[src/rtl/fetch_stage_pkg.sv]
// fetch_stage_pkg: shared constants and the fetch-queue entry layout.
`ifndef NOP_INSTRUCTION
`define NOP_INSTRUCTION 32'h00000013
`endif
`ifndef RESET_PC_DEFAULT
`define RESET_PC_DEFAULT 32'h00000000
`endif

package fetch_stage_pkg;

    localparam logic [31:0] NOP = `NOP_INSTRUCTION;

    typedef struct packed {
        logic        fault;
        logic [31:0] pc;
        logic [31:0] instr;
    } fetch_entry_t;

endpackage

[src/rtl/fetch_stage_fifo.sv]
// fetch_fifo: DEPTH x {fault, pc, instr} queue with flush and push+pop when full.
module fetch_fifo
    import fetch_stage_pkg::*;
#(
    parameter int DEPTH = 2
) (
    input  logic         clk,
    input  logic         rst_n,
    input  logic         push_i,
    input  logic         pop_i,
    input  logic         flush_i,
    input  fetch_entry_t data_i,
    output logic         full_o,
    output logic         empty_o,
    output fetch_entry_t head_o
);
    localparam int AW = $clog2(DEPTH);

    logic [AW-1:0] wr_q, wr_d, rd_q, rd_d;
    logic [AW:0]   cnt_q, cnt_d;
    fetch_entry_t  mem_q [DEPTH];
    logic          do_push, do_pop;

    assign empty_o = cnt_q == '0;
    assign full_o  = cnt_q == (AW+1)'(DEPTH);
    assign head_o  = mem_q[rd_q];
    assign do_pop  = pop_i & ~empty_o;
    assign do_push = push_i & (~full_o | do_pop);

    always_comb begin
        wr_d  = flush_i ? '0 : (do_push ? wr_q + AW'(1) : wr_q);
        rd_d  = flush_i ? '0 : (do_pop ? rd_q + AW'(1) : rd_q);
        cnt_d = flush_i ? '0 : cnt_q + (AW+1)'(do_push) - (AW+1)'(do_pop);
    end

    always_ff @(posedge clk or negedge rst_n) begin
        if (!rst_n) begin
            wr_q  <= '0;
            rd_q  <= '0;
            cnt_q <= '0;
        end else begin
            wr_q  <= wr_d;
            rd_q  <= rd_d;
            cnt_q <= cnt_d;
        end
    end

    // Storage needs no reset; count gates visibility of stale slots.
    always_ff @(posedge clk) begin
        if (do_push && !flush_i) mem_q[wr_q] <= data_i;
    end

endmodule

[src/rtl/fetch_stage.sv]
// fetch_stage: PC register, fetch queue push/redirect control and misaligned-fetch fault.
// Optional: FETCH_MISALIGN_CHECK_EN enables the sticky misaligned-redirect fault.
module fetch_stage
    import fetch_stage_pkg::*;
#(
    parameter logic [31:0] RESET_PC   = `RESET_PC_DEFAULT,
    parameter int          FIFO_DEPTH = 2
) (
    input  logic        clk,
    input  logic        rst_n,
    input  logic        fetch_en_i,
    input  logic        redirect_i,
    input  logic [31:0] redirect_pc_i,
    output logic [31:0] imem_addr_o,
    input  logic [31:0] imem_instr_i,
    output logic        id_valid_o,
    input  logic        id_ready_i,
    output logic [31:0] id_pc_o,
    output logic [31:0] id_instr_o,
    output logic        fetch_fault_o
);
    logic [31:0]  pc_q, pc_d;
    logic         push, pop, full, empty;
    fetch_entry_t wr_entry, head;

    assign pop         = id_valid_o & id_ready_i;
    assign push        = fetch_en_i & ~redirect_i & (~full | pop);
    assign imem_addr_o = pc_q;
    assign id_valid_o  = ~empty;
    assign id_pc_o     = empty ? 32'h0 : head.pc;
    assign id_instr_o  = empty ? NOP : head.instr;

`ifdef FETCH_MISALIGN_CHECK_EN
    logic fault_q, fault_d;

    always_comb begin
        fault_d  = redirect_i ? |redirect_pc_i[1:0] : fault_q;
        pc_d     = redirect_i ? redirect_pc_i : ((push && !fault_q) ? pc_q + 32'd4 : pc_q);
        wr_entry = '{fault: fault_q, pc: pc_q, instr: fault_q ? NOP : imem_instr_i};
    end

    always_ff @(posedge clk or negedge rst_n) begin
        if (!rst_n) fault_q <= 1'b0;
        else        fault_q <= fault_d;
    end

    assign fetch_fault_o = ~empty & head.fault;
`else
    logic unused_bits;

    always_comb begin
        pc_d     = redirect_i ? {redirect_pc_i[31:2], 2'b00} : (push ? pc_q + 32'd4 : pc_q);
        wr_entry = '{fault: 1'b0, pc: pc_q, instr: imem_instr_i};
    end

    assign unused_bits   = ^{redirect_pc_i[1:0], head.fault};
    assign fetch_fault_o = 1'b0;
`endif

    always_ff @(posedge clk or negedge rst_n) begin
        if (!rst_n) pc_q <= RESET_PC;
        else        pc_q <= pc_d;
    end

    fetch_fifo #(.DEPTH(FIFO_DEPTH)) u_fifo (
        .clk     (clk),
        .rst_n   (rst_n),
        .push_i  (push),
        .pop_i   (pop),
        .flush_i (redirect_i),
        .data_i  (wr_entry),
        .full_o  (full),
        .empty_o (empty),
        .head_o  (head)
    );

endmodule
[config.mk]
export PLATFORM = sky130hd
export DESIGN_NAME = fetch_stage
export DESIGN_NICKNAME = d
export VERILOG_FILES = /design/src/rtl/fetch_stage_pkg.sv /design/src/rtl/fetch_stage_fifo.sv /design/src/rtl/fetch_stage.sv
export SDC_FILE = /design/constraint.sdc
export NUM_CORES = 1
export LEC_CHECK = 0
export CORE_ASPECT_RATIO = 1.75
export CORE_MARGIN = 2
export CORE_UTILIZATION = 40
export DETAILED_ROUTE_END_ITERATION = 16
export GPL_ROUTABILITY_DRIVEN = 0
export GPL_TIMING_DRIVEN = 0
export HOLD_SLACK_MARGIN = 0.1
export PLACE_DENSITY = 0.68
export SETUP_SLACK_MARGIN = 0.2
export SLEW_MARGIN = 20
export SYNTH_ARGS = -nofsm -noshare
export SYNTH_HDL_FRONTEND = slang
export SYNTH_HIERARCHICAL = 1
export SYNTH_SLANG_ARGS = --single-unit
export TNS_END_PERCENT = 100
[constraint.sdc]
create_clock -name clk -period 7.5 [get_ports clk]
set_input_delay 1.5 -clock clk [delete_from_list [all_inputs] [get_ports clk]]
set_output_delay 1.5 -clock clk [all_outputs]
set_load 0.03 [all_outputs]
==> results of run 1 <==
## per-layer routing
layer	GRT usage (%)	up-vias	part of all wire, %
met5	0	-	0
met4	7.51	0	2.4
met3	3.52	21	3.1
met1	19.2	2255	37
li1	-	2161	-
met2	34.8	109	57
## stage by stage
stage / setup WS (ns) / cells / area [um^2] / setup TNS [ns] / hold WS (ns)
floorplan: 0.443 / 495 / 7100 / 0 / 0.585
global placement: -3.16 / 887 / 9000 / -206.81 / 0.534
detailed placement: 3.02 / 901 / 9170 / 0 / 0.529
CTS: 3.13 / 933 / 9760 / 0 / 0.551
global route: 3.00 / 933 / 9760 / 0 / 0.571
finish: 3.25 / 933 / 9760 / 0 / 0.545
## state kept, by name (all words and copies together), names as in the netlist
register / count
imem_addr_o: 30
u_fifo/wr_q: 1
u_fifo/rd_q: 1
u_fifo/mem_q: 128
u_fifo/cnt_q: 2
## where the power goes
part           switching [uW]  internal (uW)
clock                     325            535
sequential               35.2           1010
combinational             151            125
## layout make-up
type | count | area (um^2) | share of cell area, %
Buffer | 23 | 146 | 1.50
Tap cell | 231 | 289 | 2.96
Sequential cell | 162 | 4690 | 48.1
Timing Repair Buffer | 175 | 1770 | 18.1
Inverter | 4 | 15.0 | 0.154
Clock buffer | 29 | 554 | 5.68
Multi-Input combinational cell | 306 | 2260 | 23.1
Clock inverter | 3 | 41.3 | 0.423
## worst reg2reg max path, stage by stage, from the launching register on
cell	delay, ns
dfrtp_1	0.45
nor2_1	0.11
nand2b_4	0.18
nand2_1	0.07
nand2_1	0.10
nor2_1	0.34
o21ai_2	0.17
nor3_2	0.40
buf_6	0.21
buf_4	0.21
buf_6	0.18
## worst paths after layout
path | start | endpoint | slack (ns) | cells after the start
max in group asynchronous | rst_n | imem_addr_o[5]$_DFFE_PN0P_ | 6.12 | 2
worst max register to register | u_fifo/cnt_q[1]$_DFF_PN0_ | u_fifo/mem_q[0][54]$_DFFE_PP_ | 4.76 | 10
worst min register to register | imem_addr_o[13]$_DFFE_PN0P_ | u_fifo/mem_q[0][45]$_DFFE_PP_ | 0.55 | 0
worst max-delay path | u_fifo/cnt_q[1]$_DFF_PN0_ | id_pc_o[21] | 3.25 | 5
min in group asynchronous | rst_n | imem_addr_o[18]$_DFFE_PN0P_ | 0.95 | 1
worst min-delay path | imem_addr_o[13]$_DFFE_PN0P_ | u_fifo/mem_q[0][45]$_DFFE_PP_ | 0.55 | 0
==> run_results.csv, run 1 <==
group,metric,value,unit
floorplanning,fp.dieH,180,um
clock_network,cts_hold_buf,0,
grt,gr-total-overflow,0,
power,total_power,2180,uW
detailed_routing,wl_per_cell,17.8,um
cells_and_area,final_core_util,56.2,%
clock_network,cts_root_buf,"clkbuf_16",
timing,report.final.slew_viol_count,0,
grt,grt_pass1_wl,26.1,mm
run,maxCapViolations,0,
setup_path,crit_top_cell,"clkbuf_1",
grt,grtUsageTotal,18.2,%
grt,grt_pass1_vias,4864,
timing,worst-slew-pin-transition,0.819,ns
timing,fin_crit,4.25,ns
timing,setup_viol,0,
setup_path,critical_path_required,6.00,ns
setup_path,crit_chain,"nor2_1 > clkbuf_1 > clkbuf_1 > nor2b_1 > clkdlybuf4s50_1",
detailed_routing,drt-total-wl,16.6,mm
detailed_routing,firstDrtPassIters,4,
detailed_routing,drcViolationCount,0,
grt,grt_antenna_before_repair,0,
floorplanning,die_area,18800,um^2
clock_network,clk_transition_reported_paths,0.06,ns
clock_network,cts_sinks,162,
timing,achievable-frequency,0.235,GHz
floorplanning,die_w,105,um
clock_network,clockBufferDepth,2,
detailed_routing,drt_iter0_markers,180,
setup_path,slowest_delay,0.62,ns
power,ir_worst_vdd,139,uV
setup_path,cp-start-kind,"register",
min_path,hold_path_class,"register to register",
cells_and_area,mostFrequentLayoutCell,"clkdlybuf4s50_1",
detailed_routing,postRouteAntennaNets,0,
setup_path,crit_arrival,2.75,ns
timing,skew,0.0110,ns
cells_and_area,diodes,0,
clock_network,htreeDepth,4,
grt,grt_start_max_net_pins,26,
placed_design,place_hpwl,12.5,mm
yosys,ys_warn_count,6,
clock_network,numCtsBuffers,17,
detailed_routing,via_per_inst,4.87,
power,leakagePower,0.00345,uW
setup_path,end_kind,"primary output",
setup_path,path_class,"register to primary output",
cells_and_area,num-nets-final,760,
setup_path,crit_buf_inv,3,
cells_and_area,drive_gt1_share,12.5,%
timing,min_period_over_period,56.6,%
floorplanning,rows,64,
clock_network,post_cts_buffers,0,
floorplanning,ios,167,
yosys,syn_avg_cell_area,14.5,um^2
yosys,netlist_instances,489,
clock_network,clk_latency,0.42,ns
yosys,synth_area,7070,um^2
timing,slew_headroom,45.4,%
placed_design,io_buffers,161,
setup_path,cpMaxStageDelayCell,"clkdlybuf4s50_1",
clock_network,cts-resized-gates,0,
clock_network,cts_tree,"done",
setup_path,worstPathMaxFanout,10,
setup_path,crit_family,"buffers and inverters",
cells_and_area,area_growth_syn_to_layout,38.0,%
timing,finalHoldViolCount,0,
cells_and_area,n_fill_cell,1466,
timing,rsz0062_at_grt,"false",
cells_and_area,final_cell_mix,"clkdlybuf4s50_1 (160), edfxtp_1 (128), nor2b_1 (64)",
floorplanning,core-area,17400,um^2
floorplanning,start_util,40.7,%
detailed_routing,routed-via-count,4546,
power,power_density,223,nW/um^2
status,status,"complete, no violations",
Power figures use the tool's default switching activity.
==> run 2: changes to the inputs <==
- PLACE_DENSITY: 0.68 -> 0.71
- clock period: 7.5 -> 3.86 ns (I/O delays scaled with it)
==> run 2 against run 1 <==
Hold slack worse by 0.33 ns. Clock power is 94% higher. Combinational power up 95%. Worst setup slack worse by 2.9 ns. Register-to-register slack got worse by 3.8 ns. Global-route usage hardly changed. Die area did not move. Cell count shrank 0.32%. Clock skew about the same. First-iteration DRC count is 18% lower.
==> run_results.csv, run 2 (synthesis gave the netlist of run 1 again) <==
group,metric,value,unit
status,status,"complete, no violations",
cells_and_area,mostFrequentLayoutCell,"clkdlybuf4s50_1",
setup_path,end_kind,"primary output",
placed_design,dp_slack,-0.0698,ns
setup_path,crit_start,"u_fifo/cnt_q[1]$_DFF_PN0_",
detailed_routing,via_per_inst,4.95,
setup_path,cp-start-kind,"register",
setup_path,reg2reg_from,"u_fifo/cnt_q[0]$_DFF_PN0_",
placed_design,io_buffers,161,
cells_and_area,num-nets-final,757,
timing,worst-slew-pin-transition,0.815,ns
clock_network,cts_tree,"done",
detailed_routing,wl_per_cell,17.9,um
timing,skew,0.0109,ns
floorplanning,ios,167,
placed_design,place_hpwl,12.3,mm
setup_path,crit_top_cell,"clkbuf_1",
grt,gr-total-overflow,0,
detailed_routing,firstDrtPassIters,4,
clock_network,htreeDepth,4,
detailed_routing,drt_iter0_markers,148,
power,total_power,4240,uW
timing,slew_headroom,45.5,%
setup_path,r2r_end,"u_fifo/mem_q[1][27]$_DFFE_PP_",
grt,grt_start_max_net_pins,26,
timing,report.final.slew_viol_count,0,
detailed_routing,dr_wl_met3,647,um
grt,grt_pass1_wl,26.0,mm
timing,achievable-frequency,0.289,GHz
setup_path,worstPathMaxFanout,10,
setup_path,critical_path_required,3.09,ns
setup_path,slowest_delay,0.62,ns
floorplanning,start_util,40.7,%
timing,rsz0062_at_grt,"false",
clock_network,cts_root_buf,"clkbuf_16",
clock_network,numCtsBuffers,17,
cells_and_area,largest_reg_flops,128,
timing,min_period_over_period,89.7,%
timing,setup_viol,0,
timing,finalHoldViolCount,0,
floorplanning,die_area,18800,um^2
clock_network,clk_transition_reported_paths,0.07,ns
min_path,hold_path_class,"input port to asynchronous set/reset pin",
setup_path,reg2reg_depth,10,
grt,grt_pass1_vias,4958,
detailed_routing,wl_met2,9.81,mm
cells_and_area,final_cell_mix,"clkdlybuf4s50_1 (160), edfxtp_1 (128), nor2b_1 (64)",
setup_path,setup.worst_path.end,"id_pc_o[9]",
cells_and_area,drive_gt1_share,13.3,%
timing,postLayoutSetupSlackWorst,0.396,ns
floorplanning,die_w,105,um
grt,grtUsageTotal,18.2,%
power,leakagePower,0.00345,uW
floorplanning,core-area,17400,um^2
detailed_routing,drt-met1-wl,5.99,mm
clock_network,post_cts_buffers,0,
setup_path,crit_cells,5,
detailed_routing,routed-via-count,4600,
detailed_routing,drcViolationCount,0,
timing,fin_crit,3.46,ns
setup_path,path_class,"register to primary output",
setup_path,crit_chain,"nor2_1 > clkbuf_1 > clkbuf_1 > nor2b_1 > clkdlybuf4s50_1",
power,power_density,434,nW/um^2
clock_network,cts_sinks,162,
setup_path,crit_family,"buffers and inverters",
detailed_routing,drt-total-wl,16.7,mm
floorplanning,fp.dieH,180,um
clock_network,clk_latency,0.42,ns
setup_path,cpMaxStageDelayCell,"clkdlybuf4s50_1",
floorplanning,rows,64,
grt,grt_antenna_before_repair,0,
setup_path,crit_arrival,2.69,ns
cells_and_area,regMostFlops,"u_fifo/mem_q",
setup_path,r2r_slack,1.00,ns
clock_network,clockBufferDepth,2,
detailed_routing,postRouteAntennaNets,0,
cells_and_area,final_core_util,56.2,%
setup_path,crit_buf_inv,3,
cells_and_area,diodes,0,
detailed_routing,top_layer,"met4",
power,ir_worst_vdd,249,uV
cells_and_area,area_growth_syn_to_layout,38.1,%
run,maxCapViolations,0,
## run 2: changes by cell type in the layout (fill, tap and decap cells not counted), sizes merged
| cell | change |
|---|---|
| clkbuf | -5 |
| clkinv | +4 |
| buf | -3 |
| inv | +2 |
| bufinv | -1 |
## run 2: per-stage QoR
stage	hold slack, ns	setup TNS [ns]	instances	instance area [um^2]
after CTS	0.204	0	930	9770
final	0.218	0	930	9770
after detailed placement	0.530	-1.92	898	9170
after global placement	0.530	-202.55	887	9020
after floorplan	0.476	0	495	7120
after global routing	0.213	0	930	9770
## run 2: where the power goes
group          internal [uW]  switching [uW]  total, uW
Clock                    980             688       1670
Combinational            243             294        538
Sequential              1960            68.9       2030
Total                   3190            1050       4240
## run 2: layer usage
metal / vias up / GRT usage, %
li1: 2156 / -
met1: 2289 / 18.2
met2: 142 / 35.3
met3: 13 / 3.92
met4: 0 / 7.95
met5: - / 0
## run 2: repair_timing
action                                 CTS  global route
setup endpoints to repair                1             4
hold buffers                             0             0
endpoints found under the hold margin    0             0
gates resized for setup                  1             4
## run 2: worst min-delay path by stage
stage | from | slack [ns] | endpoint
after floorplan | rst_n | 0.48 | imem_addr_o[10]$_DFFE_PN0P_
after global placement | imem_addr_o[13]$_DFFE_PN0P_ | 0.53 | u_fifo/mem_q[1][45]$_DFFE_PP_
after detailed placement | imem_addr_o[13]$_DFFE_PN0P_ | 0.53 | u_fifo/mem_q[1][45]$_DFFE_PP_
after CTS | rst_n | 0.20 | imem_addr_o[17]$_DFFE_PN0P_
after global routing | rst_n | 0.21 | imem_addr_o[20]$_DFFE_PN0P_
final | rst_n | 0.22 | imem_addr_o[17]$_DFFE_PN0P_
## run 2: final cells by class
class	count	area, um^2
fillers	1477	7610
clock inverters	8	61.3
well taps	231	289
clock buffers	24	536
flip-flops and latches	162	4690
multi-input cells	306	2260
repair buffers	172	1760
plain buffers	23	150
inverters	4	15.0
## run 2: worst register-to-register path, delay by kind of cell, from the launching register on
family | cells | cell delay, ns
simple gates | 5 | 1.21
buf+inv | 4 | 0.72
flops | 1 | 0.44
compound gates | 1 | 0.18
